==> src/rtl/ad7124_v2_pkg.sv <==
// Shared definitions for the AD7124 v2 measurement path.
package ad7124_v2_pkg;

  localparam int AD7124_DATA_W = 24;

  typedef enum logic [2:0] {
    ST_IDLE,
    ST_SYNC,
    ST_ISSUE,
    ST_WAIT,
    ST_DRAIN,
    ST_DONE
  } meas_state_e;

  // The RTD is read as the step right after the last TC channel.
  function automatic int unsigned rtd_step(input int unsigned num_tc);
    return num_tc;
  endfunction

endpackage

==> src/rtl/ad7124_measure_scheduler.sv <==
// Sequences one TC/RTD measurement over all enabled GX boards: SYNC pulse,
// then per step a parallel read on every enabled board, a bounded wait for
// the acks, and an in-order drain of timestamped results.
//
// Handshakes: measure_start is accepted on a cycle where measure_ready is
// high (IDLE); spi_req/spi_ack are single-cycle strobes with no
// backpressure, and res_valid is a single-cycle strobe with no backpressure.
module ad7124_measure_scheduler
  import ad7124_v2_pkg::*;
#(
  parameter int NUM_OF_BOARD        = 6,
  parameter int NUM_OF_TC_PER_BOARD = 8,
  parameter int SYNC_CYCLES         = 4,
  parameter int TIMEOUT_CYCLES      = 1000000
) (
  input  logic                                       aclk,
  input  logic                                       areset,
  input  logic                                       measure_start,
  output logic                                       measure_ready,
  output logic                                       measure_done,
  input  logic [NUM_OF_BOARD-1:0]                    board_en,
  input  logic [31:0]                                rtc_sec,
  input  logic [31:0]                                rtc_nsec,
  output logic [31:0]                                ts_sec,
  output logic [31:0]                                ts_nsec,
  output logic [NUM_OF_BOARD-1:0]                    GX_ADC_SYNC,
  output logic [NUM_OF_BOARD-1:0]                    spi_req,
  output logic [$clog2(NUM_OF_TC_PER_BOARD+1)-1:0]   spi_sel,
  input  logic [NUM_OF_BOARD-1:0]                    spi_ack,
  input  logic [AD7124_DATA_W*NUM_OF_BOARD-1:0]      spi_data,
  output logic                                       res_valid,
  output logic [$clog2(NUM_OF_BOARD)-1:0]            res_board,
  output logic [$clog2(NUM_OF_TC_PER_BOARD+1)-1:0]   res_chan,
  output logic [AD7124_DATA_W-1:0]                   res_data,
  output logic                                       res_err,
  output logic [NUM_OF_BOARD-1:0]                    timeout_flags,
  output logic [2:0]                                 dbg_state
);

  localparam int NB    = NUM_OF_BOARD;
  localparam int DW    = AD7124_DATA_W;
  localparam int CH_W  = $clog2(NUM_OF_TC_PER_BOARD + 1);
  localparam int BRD_W = $clog2(NUM_OF_BOARD);
  localparam int TMR_W = $clog2(TIMEOUT_CYCLES);
  localparam int SYN_W = $clog2(SYNC_CYCLES + 1);

  localparam logic [TMR_W-1:0] TMR_LAST = TMR_W'(TIMEOUT_CYCLES - 1);
  localparam logic [SYN_W-1:0] SYN_LAST = SYN_W'(SYNC_CYCLES - 1);
  localparam logic [CH_W-1:0]  CH_RTD   = CH_W'(rtd_step(NUM_OF_TC_PER_BOARD));

  meas_state_e      state;
  logic [NB-1:0]    en;
  logic [CH_W-1:0]  chan;
  logic [NB-1:0]    pending;
  logic [NB-1:0]    err;
  logic [NB-1:0]    left;      // boards still to drain after the one on res_*
  logic [TMR_W-1:0] timer;
  logic [SYN_W-1:0] sync_cnt;
  logic [DW-1:0]    data_buf [NB];

  logic [NB-1:0]    ack_hit;
  logic [NB-1:0]    pend_after;
  logic             tmo;
  logic [NB-1:0]    err_n;
  logic [DW-1:0]    buf_n [NB];
  logic [NB-1:0]    drain_mask;
  logic [BRD_W-1:0] pick_idx;
  logic [NB-1:0]    pick_bit;
  logic             emit;

  assign dbg_state = state;

  // Merge this cycle's acks so the first result can leave on the WAIT exit edge.
  always_comb begin
    ack_hit    = (state == ST_WAIT) ? (spi_ack & pending) : '0;
    pend_after = pending & ~ack_hit;
    tmo        = (state == ST_WAIT) && (pend_after != '0) && (timer == TMR_LAST);
    err_n      = tmo ? (err | pend_after) : err;
    for (int b = 0; b < NB; b++) begin
      buf_n[b] = ack_hit[b] ? spi_data[b*DW +: DW] : data_buf[b];
    end
    drain_mask = (state == ST_WAIT) ? en : left;
    pick_idx   = '0;
    for (int b = NB - 1; b >= 0; b--) begin
      if (drain_mask[b]) pick_idx = BRD_W'(b);
    end
    pick_bit = NB'(1) << pick_idx;
    emit     = ((state == ST_WAIT) && ((pend_after == '0) || tmo)) ||
               ((state == ST_DRAIN) && (left != '0));
  end

  // Measurement sequencer with registered outputs.
  always_ff @(posedge aclk) begin
    if (areset) begin
      state         <= ST_IDLE;
      en            <= '0;
      chan          <= '0;
      pending       <= '0;
      err           <= '0;
      left          <= '0;
      timer         <= '0;
      sync_cnt      <= '0;
      for (int b = 0; b < NB; b++) data_buf[b] <= '0;
      measure_ready <= 1'b1;
      measure_done  <= 1'b0;
      ts_sec        <= '0;
      ts_nsec       <= '0;
      GX_ADC_SYNC   <= '1;
      spi_req       <= '0;
      spi_sel       <= '0;
      res_valid     <= 1'b0;
      res_board     <= '0;
      res_chan      <= '0;
      res_data      <= '0;
      res_err       <= 1'b0;
      timeout_flags <= '0;
    end else begin
      measure_done <= 1'b0;
      res_valid    <= 1'b0;
      case (state)
        ST_IDLE: begin
          if (measure_start) begin
            en            <= board_en;
            ts_sec        <= rtc_sec;
            ts_nsec       <= rtc_nsec;
            timeout_flags <= '0;
            chan          <= '0;
            measure_ready <= 1'b0;
            if (board_en == '0) begin
              measure_done <= 1'b1;
              state        <= ST_DONE;
            end else begin
              GX_ADC_SYNC <= ~board_en;
              sync_cnt    <= '0;
              state       <= ST_SYNC;
            end
          end
        end
        ST_SYNC: begin
          if (sync_cnt == SYN_LAST) begin
            GX_ADC_SYNC <= '1;
            spi_req     <= en;
            spi_sel     <= chan;
            state       <= ST_ISSUE;
          end else begin
            sync_cnt <= sync_cnt + 1'b1;
          end
        end
        ST_ISSUE: begin
          spi_req <= '0;
          pending <= en;
          err     <= '0;
          timer   <= '0;
          state   <= ST_WAIT;
        end
        ST_WAIT: begin
          data_buf <= buf_n;
          if ((pend_after == '0) || tmo) begin
            pending       <= '0;
            err           <= err_n;
            timeout_flags <= timeout_flags | err_n;
            state         <= ST_DRAIN;
          end else begin
            pending <= pend_after;
            timer   <= timer + 1'b1;
          end
        end
        ST_DRAIN: begin
          if (left == '0) begin
            if (chan == CH_RTD) begin
              measure_done <= 1'b1;
              state        <= ST_DONE;
            end else begin
              chan    <= chan + 1'b1;
              spi_req <= en;
              spi_sel <= chan + 1'b1;
              state   <= ST_ISSUE;
            end
          end
        end
        ST_DONE: begin
          measure_ready <= 1'b1;
          state         <= ST_IDLE;
        end
        default: state <= ST_IDLE;
      endcase
      if (emit) begin
        res_valid <= 1'b1;
        res_board <= pick_idx;
        res_chan  <= chan;
        res_err   <= err_n[pick_idx];
        res_data  <= err_n[pick_idx] ? '0 : buf_n[pick_idx];
        left      <= drain_mask & ~pick_bit;
      end
    end
  end

endmodule

==> config.mk <==
export PLATFORM = sky130hd
export DESIGN_NAME = ad7124_measure_scheduler
export DESIGN_NICKNAME = d
export VERILOG_FILES = /design/src/rtl/ad7124_v2_pkg.sv /design/src/rtl/ad7124_measure_scheduler.sv
export SDC_FILE = /design/constraint.sdc
export NUM_CORES = 1
export LEC_CHECK = 0
export CAP_MARGIN = 5
export CORE_MARGIN = 5
export CORE_UTILIZATION = 43
export CTS_CLUSTER_SIZE = 30
export DETAILED_ROUTE_END_ITERATION = 10
export DONT_BUFFER_PORTS = 1
export SLEW_MARGIN = 20
export SYNTH_ARGS = -nofsm -noshare
export SYNTH_HDL_FRONTEND = slang
export SYNTH_SLANG_ARGS = --single-unit
==> constraint.sdc <==
create_clock -name aclk -period 2.65 [get_ports aclk]
set_input_delay 0.1325 -clock aclk [delete_from_list [all_inputs] [get_ports aclk]]
set_output_delay 0.1325 -clock aclk [all_outputs]
set_load 0.05 [all_outputs]
==> flow_summary.json <==
{
  "grt_max_degree": 144,
  "use_met1_pct": 30.08,
  "ctsHtreeMaxLevel": 2,
  "crit_buf_inv": 3,
  "worstMarginPinSlew_ps": 804.8,
  "initial_core_util_pct": 43.64,
  "grt_pass1_vias": 12052,
  "crit_family": "buffers and inverters",
  "worstReg2RegEnd": "en[0]$_SDFFE_PP0P_",
  "outcome": "finished clean",
  "antenna_found_initial": 5,
  "final_cells": 2095,
  "met3_usage_pct": 8.073,
  "hpwl_um": 27630,
  "place_inst": 1776,
  "layout_commonest_cell": "dfxtp_1",
  "io_pins": 347,
  "grt_pass1_wl_um": 67590,
  "syn_nets": 1669,
  "core_sq_um": 29720,
  "synth_mux_area_share_pct": 11.35,
  "top_usage_layer": "met2",
  "yosysSeqAreaShare_pct": 49.24,
  "die-area_sq_um": 33730,
  "drt_iter0_drc": 789,
  "rows": 63,
  "clk_latency_ps": 530,
  "multi_input_area_sq_um": 6173,
  "hold_path.class": "in2reg",
  "r2r_slack_ps": 110,
  "syn_area_sq_um": 12970,
  "die_w_um": 183.7,
  "synth_top_area_cell": "dfxtp_1",
  "max_freq_ghz": 0.3933,
  "drc": 0,
  "maxSlewHeadroom_pct": 46.35,
  "cp-start-kind": "register",
  "async_reset_ff_share_pct": 0,
  "path_depth": 8,
  "io_buffers": 0,
  "period_minus_slack_ps": 2542,
  "min_path_cells": 4,
  "wl_per_cell_um": 20.95,
  "place_ws_ps": 79.02,
  "fin_ws_ps": 107.7,
  "finalSetupTns_ps": 0,
  "num_vias": 11790,
  "gp_congestion": 0.8676,
  "clk_pin_slew_ps": 60,
  "r2r-start": "dbg_state[1]$_SDFFE_PP0P_",
  "layout-drive-gt1-share_pct": 8.534,
  "synth_edf_count": 0,
  "ys_types": 65,
  "seq_area_sq_um": 6390,
  "met2_usage_pct": 41.33,
  "crit_path_max_fanout": 10,
  "critPathKind": "reg2reg",
  "die_h_um": 183.7,
  "netlist_instances": 1440,
  "finalNetCount": 1903,
  "cts.sinks": 319,
  "ant_nets": 0,
  "synth.area.top_cells": "dfxtp_1 49%, mux2i_1 11%, nor2_1 6.5%",
  "ys_ff_latch": 319,
  "worst_ep_required_time_ps": 3110,
  "yosys_warnings": 0,
  "tritoncts": "yes",
  "drt_wl_total_um": 43900,
  "synth_compound_area_share_pct": 16.02,
  "final.fill_count": 2517,
  "cp_slowest_stage_delay_ps": 570,
  "crit_chain": "buf_4 -> or2_2 -> or2_2 -> a21oi_2 -> buf_4 -> nand2_1 -> a21oi_1 -> dlygate4sd3_1",
  "syn_to_final_growth_pct": 34.34,
  "cts_buffers": 36,
  "synth_adder_area_share_pct": 0.5789,
  "totalPowerFinal_uw": 10770,
  "crit_arrival_ps": 3000,
  "skew_ps": 25.72,
  "viasPerCell": 5.628,
  "yosys.area.top_type_share_pct": 49.24,
  "r2r_cells": 8,
  "yosys_most_used_dff": "dfxtp_1",
  "root_buffer": "clkbuf_16",
  "slowest_stage": "dlygate4sd3_1",
  "hold_start": "spi_ack[3]",
  "synth-simple-area-share_pct": 17.49,
  "final_cell_mix": "316 x dfxtp_1, 246 x dlygate4sd3_1, 224 x nor2_1",
  "grt-ovfl-total": 0,
  "syn_avg_cell_area_sq_um": 9.006,
  "pwr_density_cell_nw_per_um2": 618.3,
  "end_kind": "register",
  "drv_slew": 0,
  "setup-violations-final": 0,
  "cts_buffer_depth": 3,
  "drv_cap": 0,
  "fin_crit_sh_pct": 95.94,
  "hold_viol": 0,
  "p_leak_uw": 0.007206,
  "synth_top_family_by_area": "simple AND/OR/NAND/NOR gates",
  "first_pass_iters": 8,
  "synth_xor_area_share_pct": 1.351,
  "peakVddDrop_uv": 544.2,
  "grt_usage_pct": 25.01,
  "rsz0062_at_grt": "yes",
  "whs_endpoint": "err[3]$_SDFFE_PP0P_"
}
[worst register-to-register path, stage by stage (launching register included)]
cell and delay (ps):
dfxtp_2 370, buf_4 230, or2_2 370, or2_2 370
a21oi_2 160, buf_4 160, nand2_1 100, a21oi_1 160
dlygate4sd3_1 570
[flip-flops by register name, indices dropped and copies added (netlist names), 20 cells and up]
register  count
data_buf    144
res_data     24
timer        20
ts_nsec      32
ts_sec       32
[per-layer routing]
metal	part of all wire, %	wire (um)	vias to the layer above
met4	3.7	1607	0
met1	40	17440	5654
met3	9.1	3985	104
li1	-	-	5532
met5	0	0	-
met2	48	20860	500
[stage by stage]
stage	utilization [%]	cell area, sq um	hold slack, ps
after floorplan	-	12970	268.5
after global placement	45.96	13660	223.3
after detailed placement	45.96	13660	226.0
after CTS	58.38	17350	14.80
after global routing	58.62	17420	88.54
final	58.62	17420	52.70
[area by class of cell]
| class | count | area share (%) |
|---|---|---|
| flip-flops and latches | 319 | 36.68 |
| multi-input cells | 1000 | 35.44 |
| repair buffers | 304 | 17.83 |
| clock buffers | 51 | 6.069 |
| well taps | 390 | 2.801 |
| clock inverters | 12 | 0.8259 |
| inverters | 13 | 0.2801 |
| diodes | 6 | 0.08618 |
[synthesized netlist by cell type (all sizes together) (2+ instances only)]
cell and instances:
dfxtp 319, nor2 225, nand2 180, mux2i 147, a21oi 107, clkbuf 82, o21ai 42, a221oi 40
a22o 31, nand3 28, buf 26, o22ai 21, xor2 19, a22oi 16, inv 13, and3 12
nand2b 12, nand4 10, nor3 10, a31oi 8, a32o 8, a211oi 7, and2 7, o21a 7
ha 6, nand4b 6, nor2b 5, or2 5, nor4 4, o221ai 4, a21o 3, nor3b 3
o32ai 3, or4b 3, a311oi 2, and4 2, nor4b 2, o2bb2ai 2, o32a 2
[worst max path at each step]
stage / startpoint / to / slack (ps)
2_1_floorplan: dbg_state[0]$_SDFFE_PP0P_ / pending[0]$_SDFFE_PP0P_ / 120
3_3_place_gp: timer[11]$_SDFFE_PP0P_ / res_data[21]$_SDFFE_PP0P_ / 100
3_5_place_dp: timer[11]$_SDFFE_PP0P_ / res_data[12]$_SDFFE_PP0P_ / 80
4_1_cts: dbg_state[1]$_SDFFE_PP0P_ / data_buf[127]$_SDFFE_PP0P_ / 30
5_1_grt: dbg_state[1]$_SDFFE_PP0P_ / sync_cnt[1]$_SDFFE_PP0P_ / -10
6_report: dbg_state[1]$_SDFFE_PP0P_ / en[0]$_SDFFE_PP0P_ / 110
[timing repair]
item,CTS,global route
pin swaps,1,2
hold buffers,247,0
gates cloned,0,0
endpoints found under the setup margin,9,113
endpoints found under the hold margin,266,0
resized for setup,0,10
buffers inserted,0,3
[cells by family after synthesis]
logic type               Yosys count
AND/OR/NAND/NOR                  517
AO/OA/AOI/OAI                    310
adder cells (fa/ha/maj)            6
XOR/XNOR                          20
flip-flops                       319
buffers and inverters            121
multiplexers                     147
[where the power goes]
group	switching, uW	internal (uW)
Combinational	293	307
Clock	2020	2990
Sequential	290	4870
No activity file was read; power rests on OpenSTA's default activity.
